## src/rtl/gsm_pkg.sv

```systemverilog
// rtl/gsm_pkg.sv - shared defaults and FSM encoding for the gsm egress drain
package gsm_pkg;

  localparam int GSM_DWIDTH      = 128;
  localparam int GSM_LWIDTH      = 7;
  localparam int GSM_LOC_PKT_LEN = 24;

  // HDR: the next popped cell is a header; BODY: body cells still outstanding
  typedef enum logic {
    ST_HDR  = 1'b0,
    ST_BODY = 1'b1
  } gsm_state_t;

endpackage

```

## src/rtl/gsm_skid_buf.sv

```systemverilog
// rtl/gsm_skid_buf.sv - two-entry in-order skid buffer, head entry drives the output
module gsm_skid_buf #(
  parameter int WIDTH = 130
) (
  input  logic             clk,
  input  logic             rst,
  input  logic             in_valid,
  input  logic [WIDTH-1:0] in_data,
  output logic             in_ready,
  output logic             out_valid,
  output logic [WIDTH-1:0] out_data,
  input  logic             out_ready
);

  logic [1:0]       count_q;
  logic [WIDTH-1:0] slot0_q;
  logic [WIDTH-1:0] slot1_q;
  logic             push;
  logic             pop;

  assign in_ready  = (count_q != 2'd2);
  assign out_valid = (count_q != 2'd0);
  assign out_data  = slot0_q;
  assign push      = in_valid & in_ready;
  assign pop       = out_valid & out_ready;

  // Slot 0 is always the head; it only changes on a pop or on a write into an empty buffer
  always_ff @(posedge clk or posedge rst) begin
    if (rst) begin
      count_q <= 2'd0;
      slot0_q <= '0;
      slot1_q <= '0;
    end else begin
      case ({push, pop})
        2'b10: begin
          if (count_q == 2'd0) slot0_q <= in_data;
          else                 slot1_q <= in_data;
          count_q <= count_q + 2'd1;
        end
        2'b01: begin
          slot0_q <= slot1_q;
          count_q <= count_q - 2'd1;
        end
        // Push and pop together only happen with exactly one entry held
        2'b11: slot0_q <= in_data;
        default: ;
      endcase
    end
  end

endmodule

```

## src/rtl/gsm_egress_drain.sv

```systemverilog
// rtl/gsm_egress_drain.sv - drains gsm egress cells into sop/eop framed beats (stats ports under GSM_EGRESS_STATS_EN)
module gsm_egress_drain
  import gsm_pkg::*;
#(
  parameter int DWIDTH      = GSM_DWIDTH,
  parameter int LWIDTH      = GSM_LWIDTH,
  parameter int LOC_PKT_LEN = GSM_LOC_PKT_LEN
) (
  input  logic              clk,
  input  logic              rst,
  input  logic              i_egress_valid,
  input  logic [DWIDTH-1:0] i_egress_data,
  output logic              o_egress_rd,
  output logic              o_pkt_valid,
  output logic              o_pkt_sop,
  output logic              o_pkt_eop,
  output logic [DWIDTH-1:0] o_pkt_data,
  input  logic              i_pkt_ready,
  output logic              o_len_err
`ifdef GSM_EGRESS_STATS_EN
  ,
  output logic [31:0]       o_pkt_cnt,
  output logic [15:0]       o_err_cnt
`endif
);

  localparam int BW = DWIDTH + 2;

  gsm_state_t        state_q, state_d;
  logic [LWIDTH-1:0] rem_q, rem_d;
  logic [LWIDTH-1:0] hdr_len;
  logic              pop;
  logic              push;
  logic              beat_sop;
  logic              beat_eop;
  logic              len_err_d;
  logic              len_err_q;
  logic              buf_in_ready;
  logic              buf_out_valid;
  logic [BW-1:0]     buf_out;

  assign hdr_len     = i_egress_data[LOC_PKT_LEN+LWIDTH-1:LOC_PKT_LEN];
  // Reset gates the pop so the upstream FIFO is never drained while held in reset
  assign pop         = i_egress_valid & buf_in_ready & ~rst;
  assign o_egress_rd = pop;
  assign o_len_err   = len_err_q;

  // Register framing state, remaining body count and the delayed length-error pulse
  always_ff @(posedge clk or posedge rst) begin
    if (rst) begin
      state_q   <= ST_HDR;
      rem_q     <= '0;
      len_err_q <= 1'b0;
    end else begin
      state_q   <= state_d;
      rem_q     <= rem_d;
      len_err_q <= len_err_d;
    end
  end

  // Classify each popped cell as header or body and decide its sop/eop marking
  always_comb begin
    state_d   = state_q;
    rem_d     = rem_q;
    push      = 1'b0;
    beat_sop  = 1'b0;
    beat_eop  = 1'b0;
    len_err_d = 1'b0;
    if (pop) begin
      case (state_q)
        ST_HDR: begin
          if (hdr_len == '0) begin
            len_err_d = 1'b1;
          end else begin
            push     = 1'b1;
            beat_sop = 1'b1;
            if (hdr_len == LWIDTH'(1)) begin
              beat_eop = 1'b1;
            end else begin
              rem_d   = hdr_len - LWIDTH'(1);
              state_d = ST_BODY;
            end
          end
        end
        ST_BODY: begin
          push  = 1'b1;
          rem_d = rem_q - LWIDTH'(1);
          if (rem_q == LWIDTH'(1)) begin
            beat_eop = 1'b1;
            state_d  = ST_HDR;
          end
        end
        default: state_d = ST_HDR;
      endcase
    end
  end

  gsm_skid_buf #(
    .WIDTH (BW)
  ) u_skid_buf (
    .clk       (clk),
    .rst       (rst),
    .in_valid  (push),
    .in_data   ({beat_sop, beat_eop, i_egress_data}),
    .in_ready  (buf_in_ready),
    .out_valid (buf_out_valid),
    .out_data  (buf_out),
    .out_ready (i_pkt_ready)
  );

  assign o_pkt_valid = buf_out_valid;
  assign o_pkt_sop   = buf_out[BW-1];
  assign o_pkt_eop   = buf_out[BW-2];
  assign o_pkt_data  = buf_out[DWIDTH-1:0];

`ifdef GSM_EGRESS_STATS_EN
  logic [31:0] pkt_cnt_q;
  logic [15:0] err_cnt_q;

  // Count transferred end-of-packet beats and dropped zero-length headers
  always_ff @(posedge clk or posedge rst) begin
    if (rst) begin
      pkt_cnt_q <= '0;
      err_cnt_q <= '0;
    end else begin
      if (o_pkt_valid & i_pkt_ready & o_pkt_eop) pkt_cnt_q <= pkt_cnt_q + 32'd1;
      if (len_err_q)                             err_cnt_q <= err_cnt_q + 16'd1;
    end
  end

  assign o_pkt_cnt = pkt_cnt_q;
  assign o_err_cnt = err_cnt_q;
`endif

endmodule

```

## config.mk

```make
export PLATFORM = sky130hd
export DESIGN_NAME = gsm_egress_drain
export DESIGN_NICKNAME = d
export VERILOG_FILES = /design/src/rtl/gsm_pkg.sv /design/src/rtl/gsm_skid_buf.sv /design/src/rtl/gsm_egress_drain.sv
export SDC_FILE = /design/constraint.sdc
export NUM_CORES = 1
export LEC_CHECK = 0
export ABC_AREA = 1
export CAP_MARGIN = 10
export CORE_MARGIN = 5
export CORE_UTILIZATION = 40
export CTS_BUF_LIST = sky130_fd_sc_hd__clkbuf_4 sky130_fd_sc_hd__clkbuf_8
export DETAILED_ROUTE_END_ITERATION = 16
export GPL_TIMING_DRIVEN = 1
export PLACE_DENSITY = 0.61
export SETUP_SLACK_MARGIN = 0.5
export SYNTH_ARGS = -nofsm -noshare
export SYNTH_HDL_FRONTEND = slang
export SYNTH_HIERARCHICAL = 1
export SYNTH_SLANG_ARGS = --single-unit
export TNS_END_PERCENT = 20
```

## constraint.sdc

```tcl
create_clock -name clk -period 24.8 [get_ports clk]
set_input_delay 3.72 -clock clk [delete_from_list [all_inputs] [get_ports clk]]
set_output_delay 3.72 -clock clk [all_outputs]
set_load 0.01 [all_outputs]
```

After elaboration in Yosys (flattened, before gate mapping)
Index checks and enable logic that the tools add are counted.
Word-level totals
  output and inout bits: 133
  register bits after elaboration: 271
  word-level logic and storage cells: 57
  input port bits: 132
Operators by class
  bitwise logic cells: 7
  add/subtract/negate cells: 4
  multiplexer cells: 23
  equal/unequal tests: 9
  reduce and logical (&&, ||, !) cells: 8
Operators by type and width (count)
  $pmux 130 s3: 1
  $mux 130: 1
  $eq 7x1->1 const B: 2
  $mux 1: 14
  $mux 7: 2
  $pmux 7 s2: 1
  $sub 7x1->7 const B: 2
  $logic_not 7->1: 1
  $ne 2x2->1 const B: 3
  $pmux 1 s2: 3
  $and 1x1->1: 4
  $eq 2x2->1 const B: 2
  $pmux 2 s2: 1
  $reduce_and 2->1: 2
  $reduce_bool 2->1: 2
  $not 1->1: 3
  $reduce_and 3->1: 1
  $reduce_bool 3->1: 1
  $add 2x1->2 const B: 1
  $eq 2x1->1 const B: 1
  $logic_not 2->1: 1
  $ne 2x1->1 const B: 1
  $sub 2x1->2 const B: 1

Longest topological paths before layout
  depth after elaboration: 8
  mapped depth: 17
  gate-level depth less buffers: 14

Cells and area by module
Netlist, hierarchy kept.
Modules (own cells, without submodules)
  gsm_skid_buf: area each 11598.6 µm², instances 1, seq. area each 6556.3 µm², cells an instance 1425
  gsm_egress_drain: area each 862.1 µm², instances 1, seq. area each 225.2 µm², cells an instance 129

Least setup slack after synthesis
No wires, ideal clock.
  kind: input -> output
  start point: input port i_egress_valid
  end point: output port o_egress_rd
  stages on the path: 2
  data arrival time: 3964 ps
  required time: 21080 ps
  path slack: 17116 ps
  buffers on the path: 0
  cell sequence: nand2_1 -> nor2_4
On the way
  word-level cells in the longest chain between the ends: 2
RTL lines
  start, declared: RTL line gsm_egress_drain.sv:11  | input logic i_egress_valid,
  $and 1x1->1 (2 in series): RTL line gsm_egress_drain.sv:44  | assign pop = i_egress_valid & buf_in_ready & ~rst;
  end, declared: RTL line gsm_egress_drain.sv:13  | output logic o_egress_rd,
Every way passes these cells.

Worst setup path after layout
  start point: input port rst
  end point: output port o_egress_rd
On the way
  word-level cells in the longest chain between the ends: 2
RTL lines
  start, declared: RTL line gsm_egress_drain.sv:10  | input logic rst,
  $not 1->1: RTL line gsm_egress_drain.sv:44
  $and 1x1->1: RTL line gsm_egress_drain.sv:44
Every way passes these cells.

==> metrics.txt <==
CP endpoint kind=output port; Clock Power Share=between 20% and 30%; Worst path max stage delay=580 ps; Worst R2R Path Depth=11; Fin. Hold Viols=0; setup ws final=15960 ps; Logic pwr share=roughly two fifths; Syn Nets=1693; Chip Height=approximately 190 µm; die area=0.03478 mm²; most frequent cell on the critical path=clkdlybuf4s50_1; # clock sinks=271; Setup TNS=0 ps; Int Pwr=1.200 mW; DRT iter0 DRCs=740; worst-path cell chain=clkdlybuf4s50_1, nor2_4, clkdlybuf4s50_1; Critical Path RT=21080 ps; final setup fails=0; post-synthesis cell area=around 0.012 mm²; CTS-repair resized insts=0; Distinct cells, synth=30; root buffer cell=clkbuf_8; status=completed; Clk Latency, worst-skew pair=~540 ps; routed vias=10541; switching portion of total power=36.47%; sequential fraction of design power=39.9%; Cells after Synth=1554; critical path class=in2out; Util after Layout=52.51%; Post-Layout Cell Count=~2200; layout cells sized above 1=6.150%; worst hold stages=2; Reg2Reg Setup Slack=about 21000 ps; total CTS buffers=47; initial antenna violation count=5; Final Cycle Share=35.65%; Post-layout nets=approximately 1900; die width=186.5 µm; IO buf count=264; Rows=64; TritonCTS clock tree=yes; drt drc=0; Setup Buffers After CTS=0; Net Switching=between 0.6 and 0.7 mW; dpl cells=between 2000 and 2500; sequential area share after synthesis=54.42%; commonest non-fill, non-tap cell in the layout=nand2_1; number of global-route vias before repair=10728; CTS Buffer Depth=3; routed length per instance=15.08 µm; final WL=33180 µm; Ys Warns=6; startpoint types=primary input; flops & latches, synth=271; gr ovfl total=0; largest net degree at the start of global routing=142; antenna-violating nets left=0; total track usage=18.98%; PD cells=117.3 mW/mm²; VDD IR max=slightly above 50 µV; slew margin rel.=22.98%; P&R area growth vs syn=29.24%; # hold bufs at CTS=0; Routability Congestion=between 0.8 and 0.9; total iterations of the first detailed-routing run=5; synthesized area per cell=8.018 µm²; Hold Slack=482.2 ps; arrival time at the worst endpoint=5120 ps; fin crit period=8841 ps; LEAKAGE=8.011 nW; boundary pin count=~270; post-route cell area=0.01610 mm²; n_diodes=0; MaxCap Viol Count=0; DP HPWL=between 20000 and 25000 µm; HP Class=reg2reg; total power=around 1.9 mW; maximum clock rate=113.1 MHz; initial core utilization=between 40% and 50%; Crit path max-delay family=buffers and inverters; maximum fanout along the worst path=5; first-pass GRT wire length=56160 µm; core area=0.03067 mm²; Worst-path clk slew=60 ps; Placed Area=0.01518 mm²; via/cell ratio=4.789; highest-delay cell along the critical path=clkdlybuf4s50_1; H-Tree Depth=2; unrepaired setup endpoints after global routing=false; WP buf/inv=2; commonest non-fill, non-tap cells in the layout=nand2_1, dfrtp_1, clkdlybuf4s50_1; Slew Viols, Final=0; Worst-Margin Slew=1155 ps; CP Depth=3; Final Skew=17.54 ps; worst slack, placed=15950 ps
[registers in the layout, summed over array words and instances, names as in the netlist]
name                 count
state_q                  1
rem_q                    7
u_skid_buf/count_q       2
u_skid_buf/out_data    130
o_len_err                1
u_skid_buf/slot1_q     130
[layer usage]
layer,up-vias,routed length (µm),track usage [%]
met3,49,2538,5.998
met5,-,75,0
met1,4846,15160,26.48
met4,10,539,4.344
met2,304,14870,29.24
li1,5332,-,-
[cells in the mapped netlist]
| master | number | area (µm²) |
|---|---|---|
| nor2_4 | 2 | 22.52 |
| nand2_2 | 5 | 31.28 |
| o21ai_1 | 47 | 235.2 |
| buf_4 | 22 | 165.2 |
| buf_2 | 48 | 240.2 |
| buf_6 | 1 | 11.26 |
| xnor2_1 | 2 | 17.52 |
| mux2i_1 | 1 | 10.01 |
| or2_2 | 1 | 6.260 |
| inv_1 | 151 | 566.8 |
| nand4_1 | 6 | 37.54 |
| nor2_1 | 10 | 37.54 |
| nand3_4 | 1 | 17.52 |
| nand3_2 | 1 | 10.01 |
| o21ai_2 | 1 | 8.760 |
| clkbuf_8 | 1 | 13.76 |
| ha_1 | 7 | 87.58 |
| nand3b_1 | 1 | 7.510 |
| dfrtp_1 | 271 | 6782 |
| nor2_8 | 1 | 20.02 |
| a21o_1 | 1 | 7.510 |
| a21oi_1 | 2 | 10.01 |
| o21ai_0 | 216 | 1081 |
| inv_2 | 3 | 11.26 |
| nand2_4 | 1 | 11.26 |
| clkbuf_1 | 28 | 105.1 |
| nand2_1 | 574 | 2155 |
| inv_4 | 1 | 6.260 |
| nand3_1 | 144 | 720.7 |
| nor2_2 | 4 | 25.02 |
[worst min-delay path: stages (launching register included)]
cell and delay (ps):
dfrtp_1 340, nand2_1 50, o21ai_0 60
[final timing paths]
kind                                        start                        to
hold reg to reg            u_skid_buf/slot1_q[49]    u_skid_buf/slot1_q[49]
hold / removal             u_skid_buf/slot1_q[49]    u_skid_buf/slot1_q[49]
min in group asynchronous                     rst                  rem_q[5]
setup reg to reg            u_skid_buf/count_q[0]  u_skid_buf/out_data[128]
max in group asynchronous                     rst   u_skid_buf/out_data[49]
setup / recovery                              rst               o_egress_rd
[power by group through the flow]
stage	logic [mW]	registers, mW	clock network [mW]
after CTS	0.746	0.755	0.418
after global routing	0.830	0.781	0.439
final	0.732	0.753	0.403
after detailed placement	0.743	0.758	0
after global placement	0.731	0.754	0
after floorplan	0.397	0.780	0
[cell type report]
type                    count  area, µm²
well taps                 396      495.5
flip-flops and latches    271       6782
clock inverters             4      20.02
repair buffers            273       2710
multi-input cells        1028       4606
fillers                  2911      14570
inverters                 155      591.8
clock buffers              74      899.6
[cell families after synthesis]
logic type,after synthesis,share of synthesized area (%)
AO/OA/AOI/OAI,267,10.77
XOR/XNOR,2,0.1406
adder cells (fa/ha/maj),7,0.7028
buffers and inverters,255,8.987
flip-flops,271,54.42
multiplexers,1,0.08033
AND/OR/NAND/NOR,751,24.89
(Power assumes the default switching activity.)
